==> src/rtl/axi_pkg.sv <==
// Shared AXI encodings and channel widths used by the read-side blocks.
package axi_pkg;

  localparam int unsigned AxiLenW   = 8;
  localparam int unsigned AxiSizeW  = 3;
  localparam int unsigned AxiBurstW = 2;
  localparam int unsigned AxiRespW  = 2;

  typedef enum logic [AxiSizeW-1:0] {
    Size1B   = 3'd0,
    Size2B   = 3'd1,
    Size4B   = 3'd2,
    Size8B   = 3'd3,
    Size16B  = 3'd4,
    Size32B  = 3'd5,
    Size64B  = 3'd6,
    Size128B = 3'd7
  } axi_size_e;

  typedef enum logic [AxiBurstW-1:0] {
    BurstFixed = 2'b00,
    BurstIncr  = 2'b01,
    BurstWrap  = 2'b10
  } axi_burst_e;

  typedef enum logic [AxiRespW-1:0] {
    RespOkay   = 2'b00,
    RespExOkay = 2'b01,
    RespSlvErr = 2'b10,
    RespDecErr = 2'b11
  } axi_resp_e;

  function automatic logic resp_is_err(logic [AxiRespW-1:0] resp);
    return resp != RespOkay;
  endfunction

endpackage

==> src/rtl/rr_arbiter.sv <==
// Round-robin picker: searches from last+1 (mod N) and grants the first requester.
module rr_arbiter #(
  parameter int unsigned N = 2,
  localparam int unsigned IdxW = (N > 1) ? $clog2(N) : 1
) (
  input  logic [N-1:0]    req,
  input  logic [IdxW-1:0] last,
  output logic [N-1:0]    gnt,
  output logic            any
);

  logic [IdxW-1:0] idx;
  logic            found;

  always_comb begin
    gnt   = '0;
    found = 1'b0;
    idx   = '0;
    for (int unsigned i = 1; i <= N; i++) begin
      idx = IdxW'((32'(last) + i) % N);
      if (!found && req[idx]) begin
        gnt[idx] = 1'b1;
        found    = 1'b1;
      end
    end
  end

  assign any = found;

endmodule

==> src/rtl/axi_rd_arb.sv <==
// Multi-client AXI read arbiter: one AR slot, single-beat reads, one outstanding read per port.
module axi_rd_arb
  import axi_pkg::*;
#(
  parameter int unsigned N_PORTS = 2,
  parameter int unsigned ADDR_W  = 64,
  parameter int unsigned DATA_W  = 64,
  parameter int unsigned ID_W    = 4
) (
  input  logic                      clk,
  input  logic                      rstn,
  input  logic [N_PORTS-1:0]        req_valid,
  input  logic [N_PORTS*ADDR_W-1:0] req_addr,
  input  logic [N_PORTS*3-1:0]      req_size,
  output logic [N_PORTS-1:0]        req_ready,
  output logic [N_PORTS-1:0]        rsp_valid,
  output logic [DATA_W-1:0]         rsp_data,
  output logic                      rsp_err,
  output logic [ID_W-1:0]           ARID,
  output logic [ADDR_W-1:0]         ARADDR,
  output logic [AxiLenW-1:0]        ARLEN,
  output logic [AxiSizeW-1:0]       ARSIZE,
  output logic [AxiBurstW-1:0]      ARBURST,
  output logic                      ARVALID,
  input  logic                      ARREADY,
  input  logic [ID_W-1:0]           RID,
  input  logic [DATA_W-1:0]         RDATA,
  input  logic [AxiRespW-1:0]       RRESP,
  input  logic                      RLAST,
  input  logic                      RVALID,
  output logic                      RREADY
);

  if (N_PORTS < 1 || N_PORTS > 16 || N_PORTS > (1 << ID_W)) begin : g_bad_params
    $fatal(1, "axi_rd_arb: N_PORTS must be 1..16 and no larger than 2**ID_W");
  end

  localparam int unsigned IdxW = (N_PORTS > 1) ? $clog2(N_PORTS) : 1;

  logic [N_PORTS-1:0]   inflight_q, inflight_d;
  logic [IdxW-1:0]      last_q, last_d;
  logic                 ar_valid_q, ar_valid_d;
  logic [ID_W-1:0]      ar_id_q, ar_id_d;
  logic [ADDR_W-1:0]    ar_addr_q, ar_addr_d;
  logic [AxiSizeW-1:0]  ar_size_q, ar_size_d;
  logic [AxiBurstW-1:0] ar_burst_q, ar_burst_d;

  logic [N_PORTS-1:0]   eligible, gnt, grant;
  logic                 gnt_any, grant_en, r_done;
  logic [IdxW-1:0]      gnt_idx;
  logic [ADDR_W-1:0]    gnt_addr;
  logic [AxiSizeW-1:0]  gnt_size;

  // A port with a read in flight cannot be granted again until its R beat returns.
  assign eligible = req_valid & ~inflight_q;

  rr_arbiter #(
    .N(N_PORTS)
  ) u_rr (
    .req  (eligible),
    .last (last_q),
    .gnt  (gnt),
    .any  (gnt_any)
  );

  assign grant_en  = rstn && !ar_valid_q && gnt_any;
  assign grant     = grant_en ? gnt : '0;
  assign req_ready = grant;

  always_comb begin
    gnt_idx  = '0;
    gnt_addr = '0;
    gnt_size = '0;
    for (int unsigned p = 0; p < N_PORTS; p++) begin
      if (gnt[p]) begin
        gnt_idx  = IdxW'(p);
        gnt_addr = req_addr[p*ADDR_W +: ADDR_W];
        gnt_size = req_size[p*3 +: 3];
      end
    end
  end

  // R is always accepted; beats for unknown or idle IDs are consumed silently.
  assign RREADY = rstn;
  assign r_done = RVALID && RREADY && RLAST;

  always_comb begin
    rsp_valid = '0;
    for (int unsigned p = 0; p < N_PORTS; p++) begin
      rsp_valid[p] = r_done && inflight_q[p] && (RID == ID_W'(p));
    end
  end

  assign rsp_data = RDATA;
  assign rsp_err  = resp_is_err(RRESP);

  always_comb begin
    inflight_d = (inflight_q | grant) & ~rsp_valid;
    last_d     = grant_en ? gnt_idx : last_q;
    ar_valid_d = ar_valid_q;
    ar_id_d    = ar_id_q;
    ar_addr_d  = ar_addr_q;
    ar_size_d  = ar_size_q;
    ar_burst_d = ar_burst_q;
    if (ar_valid_q && ARREADY) begin
      ar_valid_d = 1'b0;
    end
    if (grant_en) begin
      ar_valid_d = 1'b1;
      ar_id_d    = ID_W'(gnt_idx);
      ar_addr_d  = gnt_addr;
      ar_size_d  = gnt_size;
      ar_burst_d = BurstIncr;
    end
  end

  always_ff @(posedge clk) begin
    if (!rstn) begin
      inflight_q <= '0;
      last_q     <= IdxW'(N_PORTS - 1);
      ar_valid_q <= 1'b0;
      ar_id_q    <= '0;
      ar_addr_q  <= '0;
      ar_size_q  <= '0;
      ar_burst_q <= '0;
    end else begin
      inflight_q <= inflight_d;
      last_q     <= last_d;
      ar_valid_q <= ar_valid_d;
      ar_id_q    <= ar_id_d;
      ar_addr_q  <= ar_addr_d;
      ar_size_q  <= ar_size_d;
      ar_burst_q <= ar_burst_d;
    end
  end

  assign ARVALID = ar_valid_q;
  assign ARID    = ar_id_q;
  assign ARADDR  = ar_addr_q;
  assign ARSIZE  = ar_size_q;
  assign ARBURST = ar_burst_q;
  assign ARLEN   = '0;

endmodule

==> config.mk <==
export PLATFORM = sky130hd
export DESIGN_NAME = axi_rd_arb
export DESIGN_NICKNAME = d
export VERILOG_FILES = /design/src/rtl/axi_pkg.sv /design/src/rtl/rr_arbiter.sv /design/src/rtl/axi_rd_arb.sv
export SDC_FILE = /design/constraint.sdc
export NUM_CORES = 1
export LEC_CHECK = 0
export ABC_AREA = 1
export BUFFER_PORTS_ARGS = -buffer_cell sky130_fd_sc_hd__buf_4
export CAP_MARGIN = 20
export CORE_AREA = 4 4 139 141
export DETAILED_ROUTE_END_ITERATION = 6
export DIE_AREA = 0 0 143 145
export PLACE_DENSITY_LB_ADDON = 0.12
export SETUP_SLACK_MARGIN = 0.02
export SYNTH_ARGS = -nofsm -noshare
export SYNTH_HDL_FRONTEND = slang
export SYNTH_SLANG_ARGS = --single-unit
==> constraint.sdc <==
create_clock -name clk -period 1.4 [get_ports clk]
set_input_delay 0.21 -clock clk [delete_from_list [all_inputs] [get_ports clk]]
set_output_delay 0.21 -clock clk [all_outputs]
set_load 0.03 [all_outputs]
# Yosys cells after proc, flatten, opt, wreduce, memory -nomap -nowiden
# Index checks and enable logic that the tools add are counted.
[word_totals]
in_bits = 211
ff_bits = 73
elab_cells = 57
output_inout_bits = 152
[op_classes]
n_lt_le_gt_ge = 4
n_reduce_logical = 17
bitwise = 6
muxes = 20
add_sub_neg = 2
n_eq_ne = 1
[ops]
columns = ["operator", "n"]
rows = [
  ["$mux 64", 2],
  ["$logic_and 1x1->1", 12],
  ["$mux 1", 11],
  ["$mux 2", 3],
  ["$mux 3", 2],
  ["$and 2x2->2", 2],
  ["$eq 4x1->1 const B", 1],
  ["$logic_not 4->1", 1],
  ["$lt 1x2->1 const B", 2],
  ["$not 2->2", 2],
  ["$or 2x2->2", 2],
  ["$reduce_bool 2->1", 2],
  ["$add 1x1->1 const B", 2],
  ["$demux 1 s1", 2],
  ["$ge 1x1->1 const B", 2],
  ["$logic_not 1->1", 2],
]

# Logic depth before layout (Yosys ltp)
[depth]
depth_word = 12
ltp_mapped = 9
depth_no_buf = 8

# By module
# Synthesis repeated with hierarchy kept, for this count alone.
[hier_totals]
cells_unflattened = 710
area_unflattened_um2 = 4384.2
[modules_own_cells]
columns = ["mod", "area_per_inst_um2", "instances", "cells_per_inst", "seq_area_each_um2"]
rows = [
  ["axi_rd_arb", 4357.9, 1, 704, 1461.4],
  ["rr_arbiter", 26.3, 1, 6, 0.0],
]

# Worst setup path after synthesis
# Ideal clock, no wire load.
[synth_path]
kind = "flip-flop to output port"
start = "register ar_valid_q, in the netlist ARVALID"
end = "output req_ready[1]"
t_required_ns = 1.190
arrival_time_ns = 1.254
setup_slack_ns = -0.064
path_stages_with_launch = 5
path_cell_list = "dfxtp_1 -> nor2_4 -> nand3_2 -> clkbuf_1 -> inv_1"
[synth_between]
elab_chain_len = 4
[synth_rtl]
columns = ["element", "line_no", "rtl"]
rows = [
  ["start, declared", "axi_rd_arb.sv:42", "logic ar_valid_q, ar_valid_d;"],
  ["start signal, assigned", "axi_rd_arb.sv:129", "ar_valid_q <= ar_valid_d;"],
  ["$logic_not 1->1", "axi_rd_arb.sv:66", "assign grant_en = rstn && !ar_valid_q && gnt_any;"],
  ["$logic_and 1x1->1 (2 in a row)", "axi_rd_arb.sv:66", ""],
  ["$mux 2", "axi_rd_arb.sv:67", "assign grant = grant_en ? gnt : '0;"],
  ["end, declared", "axi_rd_arb.sv:15", "output logic [N_PORTS-1:0] req_ready,"],
]
# No other way between the ends.

# Worst setup path after layout
[layout_path]
start = "register inflight_q[0]"
end = "output req_ready[0]"
[layout_between]
elab_chain_len = 10
word_cells_on_any_way = 15
cone_classes = "mux: 9; bitwise: 3; reduce/logical: 3"
[layout_rtl]
columns = ["element", "line_no", "rtl"]
rows = [
  ["start, declared", "axi_rd_arb.sv:40", "logic [N_PORTS-1:0] inflight_q, inflight_d;"],
  ["start signal, assigned", "axi_rd_arb.sv:127", "inflight_q <= inflight_d;"],
  ["$not 2->2 (*)", "axi_rd_arb.sv:55", "assign eligible = req_valid & ~inflight_q;"],
  ["$and 2x2->2 (*)", "axi_rd_arb.sv:55", ""],
  ["$mux 1 (not written as such) (2 in a row)", "rr_arbiter.sv:21", "if (!found && req[idx]) begin"],
  ["$mux 1", "rr_arbiter.sv:21", ""],
  ["$logic_not 1->1", "rr_arbiter.sv:21", ""],
  ["$logic_and 1x1->1", "rr_arbiter.sv:21", ""],
  ["$mux 1", "rr_arbiter.sv:21", ""],
  ["$logic_and 1x1->1", "axi_rd_arb.sv:66", ""],
  ["$mux 2 (*)", "axi_rd_arb.sv:67", ""],
]
# Mark *: on every way between the ends. The rest lies on a longest branch, timed or not. The select of a mux whose other input is x is not followed.

==> reports/results.ini <==
[outcome]
outcome = complete, but fails checks
violations = setup timing

[placement]
place.gp.congestion = 0.728
dpl.hpwl_um = 11600
io_buffers = 222

[die]
die_h_um = 145
rows = 49
start_util_pct = 24.2
die_x_um = 143
core_mm2 = 0.0180
die-area_mm2 = 0.0207
design.portCount = 363

[setup_path]
criticalPathCategory = flip-flop to output port
worstPathCellList = inv_2 -> nand2_4 -> inv_4 -> nand2_4 -> buf_6 -> inv_2 -> nand2_2 -> inv_2 -> buf_6
cp_common_cell = inv_2
worstPathRequired_ns = 1.19
worst-path-buf-inv = 6
worstSetupEndpointType = output port
critPathTopFamily = buffers and inverters
startpoint = inflight_q[0]$_SDFF_PN0_
arrival_ns = 1.28
r2r_start = ARVALID$_SDFFE_PN0P_
critPathSlowestCell = dfxtp_2
max_stage_delay_ns = 0.31
start_kind = flip-flop
worst-path-max-fanout = 2

[worst_hold_path]
hold_path.class = input pin to flip-flop
min-delay-start = ARREADY

[layout]
area_growth_pct = 47.0
multi_input_area_mm2 = 0.00192
layout-drive-gt1-share_pct = 33.7
fillers = 2057
diodes = 0
regArea_mm2 = 0.00147
final_common_cell = buf_4
final_core_util_pct = 35.6
final_cell_mix = buf_4 (232), nor2_1 (203), nand2_1 (141)
final_nets = 1066

[pwr]
finalPower_uw = 7200
max-vdd-ir-drop_mv = 0.603
p_per_area_mw_per_mm2 = 1130
power.leakage_uw = 0.00351

[yosys]
synth_top_family_by_area = simple AND/OR/NAND/NOR gates
synth-adder-area-share_pct = 0
synth-compound-area-share_pct = 0.576
yosys_warnings = 0
syn-instance-count = 701
ys_ff_latch = 73
synth-simple-area-share_pct = 41.3
synth_mux_area_share_pct = 0
synth.avg_cell_area_um2 = 6.20
synth_cell_types = 19
synth_seq_area_share_pct = 33.6
synth_xor_area_share_pct = 0
syn_area_mm2 = 0.00435

[job]
cap_violations = 0

[clock_tree]
h-tree-depth = 3
cts-buffers-inserted = 9
clk_pin_slew_ns = 0.06
holdBufCountCts = 0
clkLatencyLatePin_ns = 0.33
clockBufferDepth = 2
clock_sink_count = 73
cts-root-buf = clkbuf_16
cts_tree = yes

[route]
totalWireLength_um = 16500
post-route-drc-count = 0
vias_per_cell = 4.26
first_iter_violations = 104
num_vias = 4641
dr.pass1.iters = 5
wl_per_cell_um = 15.2
antenna_left = 0

[sta]
max_freq_ghz = 0.672
final_max_slew_viol_count = 0
grt_setup_unrepaired = yes
hold_viol = 0
fin_crit_sh_pct = 106
layout_min_cycle_time_ns = 1.49
hold_slack_ns = 0.102
setup_viol = 4
fin_ws_ns = -0.0888
fin_worst_skew_ns = 0.00669

[grt]
grt_first_pass_wirelength_um = 25500
antenna_found_initial = 0
grt_usage_pct = 15.6
overflow = 0
grt_pass1_vias = 4529
grt_max_degree = 69

-- cell usage after synthesis --
library cell | n | area (µm²)
buf_4 | 78 | 586
a21oi_1 | 3 | 15.0
nand2_1 | 145 | 544
buf_6 | 2 | 22.5
nand3_1 | 4 | 20.0
nand4_1 | 68 | 425
nand2_2 | 1 | 6.26
conb_1 | 1 | 3.75
clkbuf_1 | 23 | 86.3
nor2_1 | 205 | 769
nand3_2 | 1 | 10.0
o21ai_0 | 2 | 10.0
buf_2 | 15 | 75.1
dfxtp_1 | 73 | 1460
buf_1 | 1 | 3.75
inv_1 | 76 | 285
nor2_4 | 1 | 11.3
inv_2 | 1 | 3.75
or2_2 | 1 | 6.26
-- registers in the layout, summed over array words and instances, names as in the netlist --
name / cells
inflight_q: 2
ARBURST: 1
ARSIZE: 3
ARADDR: 64
last_q: 1
ARID: 1
ARVALID: 1
-- final cells by class --
cell class | instances | share of cell area [%]
tap | 229 | 4.49
multi-input combinational | 443 | 30.0
sequential | 73 | 22.9
clock inverter | 4 | 1.16
clock buffer | 12 | 4.17
inverter | 77 | 4.68
timing repair buffer | 251 | 32.5
-- where the power goes --
part / internal (µW) / leakage [µW] / switching [µW] / total [µW]
clock network: 1710 / 0.000169 / 947 / 2660
logic: 923 / 0.00275 / 1250 / 2170
registers: 2270 / 0.000599 / 103 / 2370
total: 4900 / 0.00351 / 2300 / 7200
-- repair_timing --
item / in CTS / in global routing
gates resized for setup: 24 / 11
setup buffers: 5 / 2
gates cloned: 1 / 0
endpoints found under the setup margin: 6 / 71
pin swaps: 6 / 5
-- layer usage --
layer	vias up	global-route usage (%)	wire length, µm
met1	2036	19.7	6750
met3	27	5.40	1730
met2	209	24.7	7710
li1	2369	-	-
met4	0	5.28	345
met5	-	0	0
-- logic make-up (layout without fill, tap and decap cells) --
kind of cell / count (synthesis) / in the layout
and+or+nand+nor: 426 / 426
buffers and inverters: 196 / 344
DFF: 73 / 73
AOI/OAI and AO/OA: 5 / 5
other: 1 / 12
-- through the flow --
| stage | setup TNS [ns] | setup slack [ns] | std cells | area, µm² |
|---|---|---|---|---|
| after floorplan | 0 | 0.0761 | 712 | 4390 |
| after global placement | 0 | 0.0163 | 1065 | 5860 |
| after detailed placement | -0.00361 | -0.00361 | 1065 | 5860 |
| after CTS | -0.399 | -0.113 | 1087 | 6330 |
| after global routing | -5.74 | -0.152 | 1089 | 6390 |
| final | -0.280 | -0.0888 | 1089 | 6390 |
-- final timing paths --
path | endpoint | slack, ns | depth (start not counted)
worst min-delay path | ARVALID$_SDFFE_PN0P_ | 0.10 | 2
worst max register to register | ARADDR[47]$_SDFFE_PN0P_ | 0.01 | 8
worst min register to register | ARBURST[0]$_SDFFE_PN0P_ | 0.45 | 2
worst max-delay path | req_ready[0] | -0.09 | 9
(Power assumes the default switching activity.)
